File: config.mk
export PLATFORM = sky130hd
export DESIGN_NAME = id_hazard_ctrl
export DESIGN_NICKNAME = d
export VERILOG_FILES = /design/src/rtl/id_hazard_ctrl_pkg.sv /design/src/rtl/id_scoreboard.sv /design/src/rtl/id_hazard_ctrl.sv
export SDC_FILE = /design/constraint.sdc
export NUM_CORES = 1
export LEC_CHECK = 0
export ABC_CLOCK_PERIOD_IN_PS = 5250
export BUFFER_PORTS_ARGS = -buffer_cell sky130_fd_sc_hd__buf_4
export CAP_MARGIN = 20
export CELL_PAD_IN_SITES_DETAIL_PLACEMENT = 1
export CELL_PAD_IN_SITES_GLOBAL_PLACEMENT = 1
export CORE_UTILIZATION = 45
export DETAILED_ROUTE_END_ITERATION = 10
export GPL_ROUTABILITY_DRIVEN = 0
export PLACE_DENSITY_LB_ADDON = 0.1
export SYNTH_ARGS = -nofsm -noshare
export SYNTH_HDL_FRONTEND = slang
export SYNTH_HIERARCHICAL = 1
export SYNTH_SLANG_ARGS = --single-unit
File: constraint.sdc
create_clock -name clk -period 5.25 [get_ports clk]
set_input_delay 0.2625 -clock clk [delete_from_list [all_inputs] [get_ports clk]]
set_output_delay 0.2625 -clock clk [all_outputs]
set_load 0.05 [all_outputs]
File: src/rtl/id_hazard_ctrl_pkg.sv
// rtl/id_hazard_ctrl_pkg.sv - shared types and defaults for the decode hazard controller
package id_hazard_ctrl_pkg;

  typedef enum logic {
    HZ_STATE_RUN   = 1'b0,
    HZ_STATE_FLUSH = 1'b1
  } hz_state_e;

  localparam int PEND_W_DEFAULT = 2;
  localparam int FLUSH_CNT_W    = 3;

  // Counter reload value; the cycle the branch resolves is the first flush cycle.
  function automatic logic [FLUSH_CNT_W-1:0] flush_cnt_init(input int flush_cycles);
    return FLUSH_CNT_W'(flush_cycles - 1);
  endfunction

endpackage

File: src/rtl/id_scoreboard.sv
// rtl/id_scoreboard.sv - per-register pending-write counters for decode hazard detection
module id_scoreboard
  import id_hazard_ctrl_pkg::*;
#(
  parameter int NUM_REGS = 32,
  parameter int PEND_W   = PEND_W_DEFAULT,
  parameter int REG_W    = $clog2(NUM_REGS)
) (
  input  logic             clk,
  input  logic             rst,
  input  logic             inc_en,
  input  logic [REG_W-1:0] inc_rd,
  input  logic             dec_en,
  input  logic [REG_W-1:0] dec_rd,
  input  logic [REG_W-1:0] rd_idx1,
  input  logic [REG_W-1:0] rd_idx2,
  input  logic [REG_W-1:0] rd_idx_dst,
  output logic             busy1,
  output logic             busy2,
  output logic             last1,
  output logic             last2,
  output logic             full_rd
);

  localparam logic [PEND_W-1:0] PEND_MAX = '1;
  localparam logic [PEND_W-1:0] PEND_ONE = PEND_W'(1);

  logic [PEND_W-1:0] pend_q [NUM_REGS];
  logic [PEND_W-1:0] pend_d [NUM_REGS];

  // Simultaneous inc and dec of one register cancel; a dec at zero holds at zero.
  always_comb begin
    for (int r = 0; r < NUM_REGS; r++) begin
      pend_d[r] = pend_q[r];
      if (r == 0) begin
        pend_d[r] = '0;
      end else if (inc_en && inc_rd == REG_W'(r) && !(dec_en && dec_rd == REG_W'(r))) begin
        pend_d[r] = pend_q[r] + PEND_ONE;
      end else if (dec_en && dec_rd == REG_W'(r) && !(inc_en && inc_rd == REG_W'(r))
                   && pend_q[r] != '0) begin
        pend_d[r] = pend_q[r] - PEND_ONE;
      end
    end
  end

  always_ff @(posedge clk) begin
    for (int r = 0; r < NUM_REGS; r++) begin
      pend_q[r] <= rst ? '0 : pend_d[r];
    end
  end

  assign busy1   = pend_q[rd_idx1] != '0;
  assign busy2   = pend_q[rd_idx2] != '0;
  assign last1   = pend_q[rd_idx1] == PEND_ONE;
  assign last2   = pend_q[rd_idx2] == PEND_ONE;
  assign full_rd = pend_q[rd_idx_dst] == PEND_MAX;

  dec_at_zero: assert property (@(posedge clk) disable iff (rst)
    dec_en |-> (pend_q[dec_rd] != '0));

endmodule

File: src/rtl/id_hazard_ctrl.sv
// rtl/id_hazard_ctrl.sv - decode-stage stall/flush controller driven by a write scoreboard
module id_hazard_ctrl
  import id_hazard_ctrl_pkg::*;
#(
  parameter int NUM_REGS     = 32,
  parameter int PEND_W       = PEND_W_DEFAULT,
  parameter int FLUSH_CYCLES = 1,
  parameter int REG_W        = $clog2(NUM_REGS)
) (
  input  logic             clk,
  input  logic             rst,
  input  logic             id_valid,
  input  logic [REG_W-1:0] id_rs1,
  input  logic             id_rs1_used,
  input  logic [REG_W-1:0] id_rs2,
  input  logic             id_rs2_used,
  input  logic [REG_W-1:0] id_rd,
  input  logic             id_rd_write,
  input  logic             wb_valid,
  input  logic [REG_W-1:0] wb_rd,
  input  logic             ex_branch_taken,
  output logic             stall_if,
  output logic             stall_id,
  output logic             bubble_ex,
  output logic             flush_if_id,
  output logic             issue,
  output logic [31:0]      stall_count
);

  localparam logic [FLUSH_CNT_W-1:0] CNT_INIT = flush_cnt_init(FLUSH_CYCLES);

  logic busy1, busy2, last1, last2, full_rd;
  logic raw1, raw2, ovf, hazard, flush_raw;
  logic inc_en, dec_en;
  hz_state_e state_q, state_d;
  logic [FLUSH_CNT_W-1:0] cnt_q, cnt_d;
  logic [31:0] stall_count_q;

  id_scoreboard #(
    .NUM_REGS (NUM_REGS),
    .PEND_W   (PEND_W),
    .REG_W    (REG_W)
  ) u_scoreboard (
    .clk        (clk),
    .rst        (rst),
    .inc_en     (inc_en),
    .inc_rd     (id_rd),
    .dec_en     (dec_en),
    .dec_rd     (wb_rd),
    .rd_idx1    (id_rs1),
    .rd_idx2    (id_rs2),
    .rd_idx_dst (id_rd),
    .busy1      (busy1),
    .busy2      (busy2),
    .last1      (last1),
    .last2      (last2),
    .full_rd    (full_rd)
  );

  // A last writer retiring this cycle is forwarded, so it does not stall.
  assign raw1 = id_rs1_used && id_rs1 != '0 && busy1 && !(wb_valid && wb_rd == id_rs1 && last1);
  assign raw2 = id_rs2_used && id_rs2 != '0 && busy2 && !(wb_valid && wb_rd == id_rs2 && last2);
  assign ovf  = id_rd_write && id_rd != '0 && full_rd && !(wb_valid && wb_rd == id_rd);
  assign hazard = id_valid && (raw1 || raw2 || ovf);

  assign flush_raw   = ex_branch_taken || state_q == HZ_STATE_FLUSH;
  assign flush_if_id = !rst && flush_raw;
  assign stall_id    = !rst && hazard && !flush_raw;
  assign stall_if    = stall_id;
  assign bubble_ex   = stall_id || flush_if_id;
  assign issue       = !rst && id_valid && !hazard && !flush_raw;
  assign stall_count = stall_count_q;

  assign inc_en = issue && id_rd_write && id_rd != '0;
  assign dec_en = wb_valid && wb_rd != '0;

  always_comb begin
    state_d = state_q;
    cnt_d   = cnt_q;
    case (state_q)
      HZ_STATE_RUN: begin
        if (ex_branch_taken) begin
          state_d = HZ_STATE_FLUSH;
          cnt_d   = CNT_INIT;
        end
      end
      HZ_STATE_FLUSH: begin
        if (ex_branch_taken) begin
          cnt_d = CNT_INIT;
        end else if (cnt_q == '0) begin
          state_d = HZ_STATE_RUN;
        end else begin
          cnt_d = cnt_q - 1'b1;
        end
      end
      default: begin
        state_d = HZ_STATE_RUN;
        cnt_d   = '0;
      end
    endcase
  end

  always_ff @(posedge clk) begin
    if (rst) begin
      state_q       <= HZ_STATE_RUN;
      cnt_q         <= '0;
      stall_count_q <= '0;
    end else begin
      state_q       <= state_d;
      cnt_q         <= cnt_d;
      stall_count_q <= stall_count_q + {31'd0, stall_id};
    end
  end

endmodule

### Word level (Yosys, flattened, before mapping)

Memory sizes are Yosys's and may differ from the RTL's.
Cells that the tools add are included.

| storage, ports and cells | value |
|---|---|
| word-level logic and storage cells | 530 |
| register bits | 36 |
| RAM bits | 64 |
| bits of input ports | 28 |
| memories | 1 |

| cells by class | value |
|---|---|
| reductions and logical operators | 290 |
| multiplexer cells | 101 |
| $add $sub $neg | 64 |
| bitwise logic cells | 1 |
| equality and inequality tests | 70 |

Memory list:

| memory | depth | bits a word | rd ports | clocked after memory_dff | write ports | line | text |
|---|---|---|---|---|---|---|---|
| u_scoreboard.pend_q | 32 | 2 | 34 | 0 | 32 | id_scoreboard.sv:28 | `logic [PEND_W-1:0] pend_q [NUM_REGS];` |

Operators by type and width:

| operator | count |
|---|---|
| $mux W2 | 93 |
| $logic_and A1 B1 Y1 | 179 |
| $eq A5 B5 Y1 const B | 32 |
| $eq A5 B4 Y1 const B | 16 |
| $logic_not A1 Y1 | 68 |
| $reduce_bool A2 Y1 | 33 |
| $add A2 B1 Y2 const B | 31 |
| $sub A2 B1 Y2 const B | 31 |
| $eq A5 B3 Y1 const B | 8 |
| $add A32 B1 Y32 | 1 |
| $eq A5 B2 Y1 const B | 4 |
| $reduce_bool A5 Y1 | 4 |
| $eq A5 B5 Y1 | 3 |
| $eq A5 B1 Y1 const B | 2 |
| $mux W3 | 3 |
| $pmux W3 S2 | 1 |
| $eq A2 B1 Y1 const B | 2 |
| $logic_or A1 B1 Y1 | 4 |
| $logic_not A3 Y1 | 1 |
| $mux W1 | 3 |
| $ne A3 B3 Y1 const B | 1 |
| $sub A3 B1 Y3 const B | 1 |
| $eq A2 B2 Y1 const B | 1 |
| $ne A2 B2 Y1 const B | 1 |
| 3 further kinds | 3 |

### Logic depth before layout (Yosys ltp)

| depth | value |
|---|---|
| depth after elaboration | 20 |
| depth in mapped cells | 20 |

### Modules after synthesis

The synthesis kept the hierarchy.

Modules (own cells, without submodules):

| module | cells an instance | area an instance (µm²) | times used |
|---|---|---|---|
| id_scoreboard | 646 | 4962.3 | 1 |
| id_hazard_ctrl | 220 | 1940.6 | 1 |

### Worst setup path after synthesis

No wires, ideal clock.

| timing | value |
|---|---|
| kind | in2reg |
| start point | input id_rs1[1] |
| end point | register stall_count_q[20], in the netlist stall_count[20] |
| path buffers | 2 |
| library setup time | 128 ps |
| setup slack | 1006 ps |
| stages | 20 |
| data arrival time | 4116 ps |
| path through | buf_2 nor2b_1 buf_2 a221oi_1 a2111oi_0 a31oi_1 o211a_1 nor2b_1 nand2_1 a2111oi_0 a31oi_1 nor3_1 nor2_1 ha_1 ha_1 nand4_2 nor4_4 nand4_1 xor2_1 nor2_1 |

| between the ends | value |
|---|---|
| longest elaborated chain between the ends | 11 |
| elaborated cells between the ends (all ways) | 17 |

RTL lines:

| element | line | text |
|---|---|---|
| start, declared | id_hazard_ctrl.sv:13 | `input logic [REG_W-1:0] id_rs1,` |
| $mem_v2 Z32 W2 | n/a |  |
| $eq A2 B1 Y1 | id_scoreboard.sv:54 | `assign last1 = pend_q[rd_idx1] == PEND_ONE;` |
| net last1 | id_hazard_ctrl.sv:32 | `logic busy1, busy2, last1, last2, full_rd;` |
| $logic_and A1 B1 Y1 | id_hazard_ctrl.sv:61 | `assign raw1 = id_rs1_used && id_rs1 != '0 && busy1 && !(wb_valid && wb_rd == id_rs1 && last1);` |
| $logic_not A1 Y1 | id_hazard_ctrl.sv:61 |  |
| $logic_and A1 B1 Y1 | id_hazard_ctrl.sv:61 |  |
| $logic_or A1 B1 Y1 (2 in series) | id_hazard_ctrl.sv:64 | `assign hazard = id_valid && (raw1 \|\| raw2 \|\| ovf);` |
| $logic_and A1 B1 Y1 | id_hazard_ctrl.sv:64 |  |
| $logic_and A1 B1 Y1 (2 in series) | id_hazard_ctrl.sv:68 | `assign stall_id = !rst && hazard && !flush_raw;` |
| net stall_id | id_hazard_ctrl.sv:23 | `output logic stall_id,` |
| $add A32 B1 Y32 | id_hazard_ctrl.sv:111 | `stall_count_q <= stall_count_q + {31'd0, stall_id};` |
| end signal, assigned | id_hazard_ctrl.sv:111 |  |
| end, declared | id_hazard_ctrl.sv:37 | `logic [31:0] stall_count_q;` |

The timed path passes the listed nets, and every way through them passes these cells.
A chain may end at the register's enable or synchronous reset.

==> flow_metrics.tcl <==
set metrics [dict create \
    status "completed" \
    ys.warnings.count 6 \
    antenna_found_initial 0 \
    maxSlewHeadroom_pct 49.4 \
    vias 6999 \
    start_kind "primary input" \
    cts_setup_buffers 0 \
    required_ns 5.45 \
    ys_seq_elements 98 \
    cts_resized 0 \
    yosysMostFrequentCell "nor2_1" \
    drive_gt1_share_pct 12.1 \
    p_leak_nw 2.77 \
    first_iter_violations 377 \
    hold_viol 0 \
    synth-edff-count 0 \
    p_per_area_mw_per_mm2 212 \
    max-vdd-ir-drop_mv 0.164 \
    die_h_um 126 \
    post_synth_num_cell_types 62 \
    skew_ns 0.00838 \
    num-nets-final 941 \
    cts.path.max_buffers 2 \
    routed_via_density 6.37 \
    grt_pass1_vias 6921 \
    route.detailed.drc 0 \
    antenna_cells 0 \
    syn_area_sq_mm 0.00690 \
    hold_path_class "in -> reg" \
    dpl-instance-area_sq_mm 0.00744 \
    insertion_delay_ns 0.36 \
    cts_hold_buf 0 \
    firstDrtPassIters 5 \
    synthTopCellsByArea "dfxtp_1 28%, mux2i_1 11%, nor2_1 5.7%" \
    die_w_um 126 \
    die_area_sq_mm 0.0158 \
    num_rows 44 \
    syn_nets 898 \
    synth_cells 866 \
    routedWlPerCell_um 21.1 \
    synthTopCellsByCount "104 x nor2_1, 102 x nand2_1, 98 x dfxtp_1" \
    cts-root-buf "clkbuf_16" \
    clk_pin_slew_ns 0.08 \
    worst_slew_pin_slew_ns 0.759 \
    drv_slew 0 \
    crit_path_max_fanout 10 \
    max_freq_ghz 0.211 \
    async_flop_share_pct 0 \
    routed_wl_um 23100 \
    fp.coreArea_sq_mm 0.0148 \
    cts_num_sinks 98 \
    dp_hpwl_um 17000 \
    grt_setup_unrepaired "no" \
    fin_crit_sh_pct 90.1 \
    grt_max_degree 66 \
    grt_first_pass_wirelength_um 37100 \
    setup_ws_ns 0.521 \
    ios 65 \
    pre_cts_ws_ns 0.352 \
    finalSetupViolations 0 \
    grt_overflow 0 \
    initial_core_util_pct 46.8 \
    tns_ns 0 \
    postRouteAntennaNets 0 \
    areaGrowthSynthToFinish_pct 12.2 \
    cts_tree "done" \
    htreeDepth 3 \
    postSynthAreaPerCell_sq_um 7.97 \
    stdcell_area_sq_mm 0.00775 \
    worstSetupPathType "in -> reg" \
    cp.arrival_ns 4.93 \
    period_needed_ns 4.73 \
    synth_top_area_share_pct 28.4 \
    fillers 1806 \
    cts_buffers 9 \
    synth_top_flop_cell "dfxtp_1" \
    yosys.area.top_type "dfxtp_1" \
    end_kind "flip-flop" \
    yosysSeqAreaShare_pct 28.4 \
    p_total_mw 1.64 \
    numPortBuffers 64 \
    grt_use_total_pct 29.5 \
    maxCapViolCount 0 \
]
cells by family (layout without fill, tap and decap cells):
group | Yosys count | count (layout) | synth area share, %
compound gates | 136 | 136 | 13.4
mux | 87 | 87 | 14.3
buf+inv | 52 | 100 | 3.72
xor+xnor | 59 | 59 | 7.49
fa+ha+maj | 4 | 4 | 0.725
flops | 98 | 98 | 28.4
simple gates | 430 | 430 | 31.9
final timing paths:
path                        startpoint                          to  slack (ns)  cells past startpoint
min                    ex_branch_taken                    cnt_q[0]        0.11                      2
max reg2reg  u_scoreboard/pend_q[7][0]  u_scoreboard/pend_q[28][1]        0.56                     17
min reg2reg            stall_count[31]             stall_count[31]        0.49                      2
max                          id_rs1[1]  u_scoreboard/pend_q[28][1]        0.52                     18
cells in the final DEF, fill, tap and decap left out, types with 3 or more instances in the layout:
master and count:
o211ai_1 4, or3_1 5, nand2b_1 7, o21a_1 6, nor2_1 104, a221oi_1 4
and3_1 33, xor2_1 29, a22oi_1 22, and2_1 10, mux4_2 9, xnor2_1 30
dfxtp_1 98, a211oi_1 32, or4_1 4, ha_1 4, mux2_2 4, nand4_1 16
a31oi_1 6, clkbuf_16 9, nand3_1 25, a21oi_1 38, nor2b_1 15, nand2_1 102
a2111oi_0 8, mux2i_1 74, nand4b_1 8, and2b_1 5, and4_1 3, nor4_1 7
buf_4 66, nor3_1 60, o21ai_0 8, inv_1 18
registers in the layout, summed over array words and instances (netlist names):
name                 cells
cnt_q                    3
stall_count             32
state_q                  1
u_scoreboard/pend_q     62
per-layer routing:
metal  track usage, %  vias to the layer above  wire (um)
li1                 -                     3258          -
met1             37.8                     3429      10200
met2             50.2                      266      11000
met3             5.31                       46       1470
met4             9.78                        0        556
met5                0                        -          0
critical path, cell delays in order:
cell and delay [ns]:
buf_4 0.15, nor2b_1 0.57, a221oi_1 0.18, a2111oi_0 0.45
a31oi_1 0.09, and3_1 0.18, nor2b_1 0.11, nand2_1 0.05
a2111oi_0 0.41, a31oi_1 0.18, or3_1 0.44, nor3_2 0.44
nand2_1 0.21, nor3_1 0.43, nand2_1 0.18, nor2_1 0.28
mux2i_1 0.24, nor3_1 0.07
report_power, final:
part	internal [mW]	leakage, nW	switching [mW]	total [mW]
Clock	0.378	0.145	0.326	0.704
Sequential	0.744	0.789	0.00114	0.745
Combinational	0.0635	1.83	0.129	0.193
final cells by class:
class	instances	area, sq um	area share (%)
multi-input combinational	716	4680	60.5
sequential	98	1960	25.3
timing repair buffer	66	495	6.40
tap	184	230	2.97
clock buffer	9	225	2.91
clock inverter	7	82.6	1.07
inverter	18	67.6	0.872
through the flow:
stage / utilization, % / instances / hold slack [ns]
floorplan: - / 866 / 0.339
global placement: 50.4 / 1082 / 0.469
detailed placement: 50.4 / 1082 / 0.488
CTS: 52.5 / 1098 / 0.102
global route: 52.5 / 1098 / 0.112
finish: 52.5 / 1098 / 0.108
Note: power is estimated with default switching activity, not from simulation.
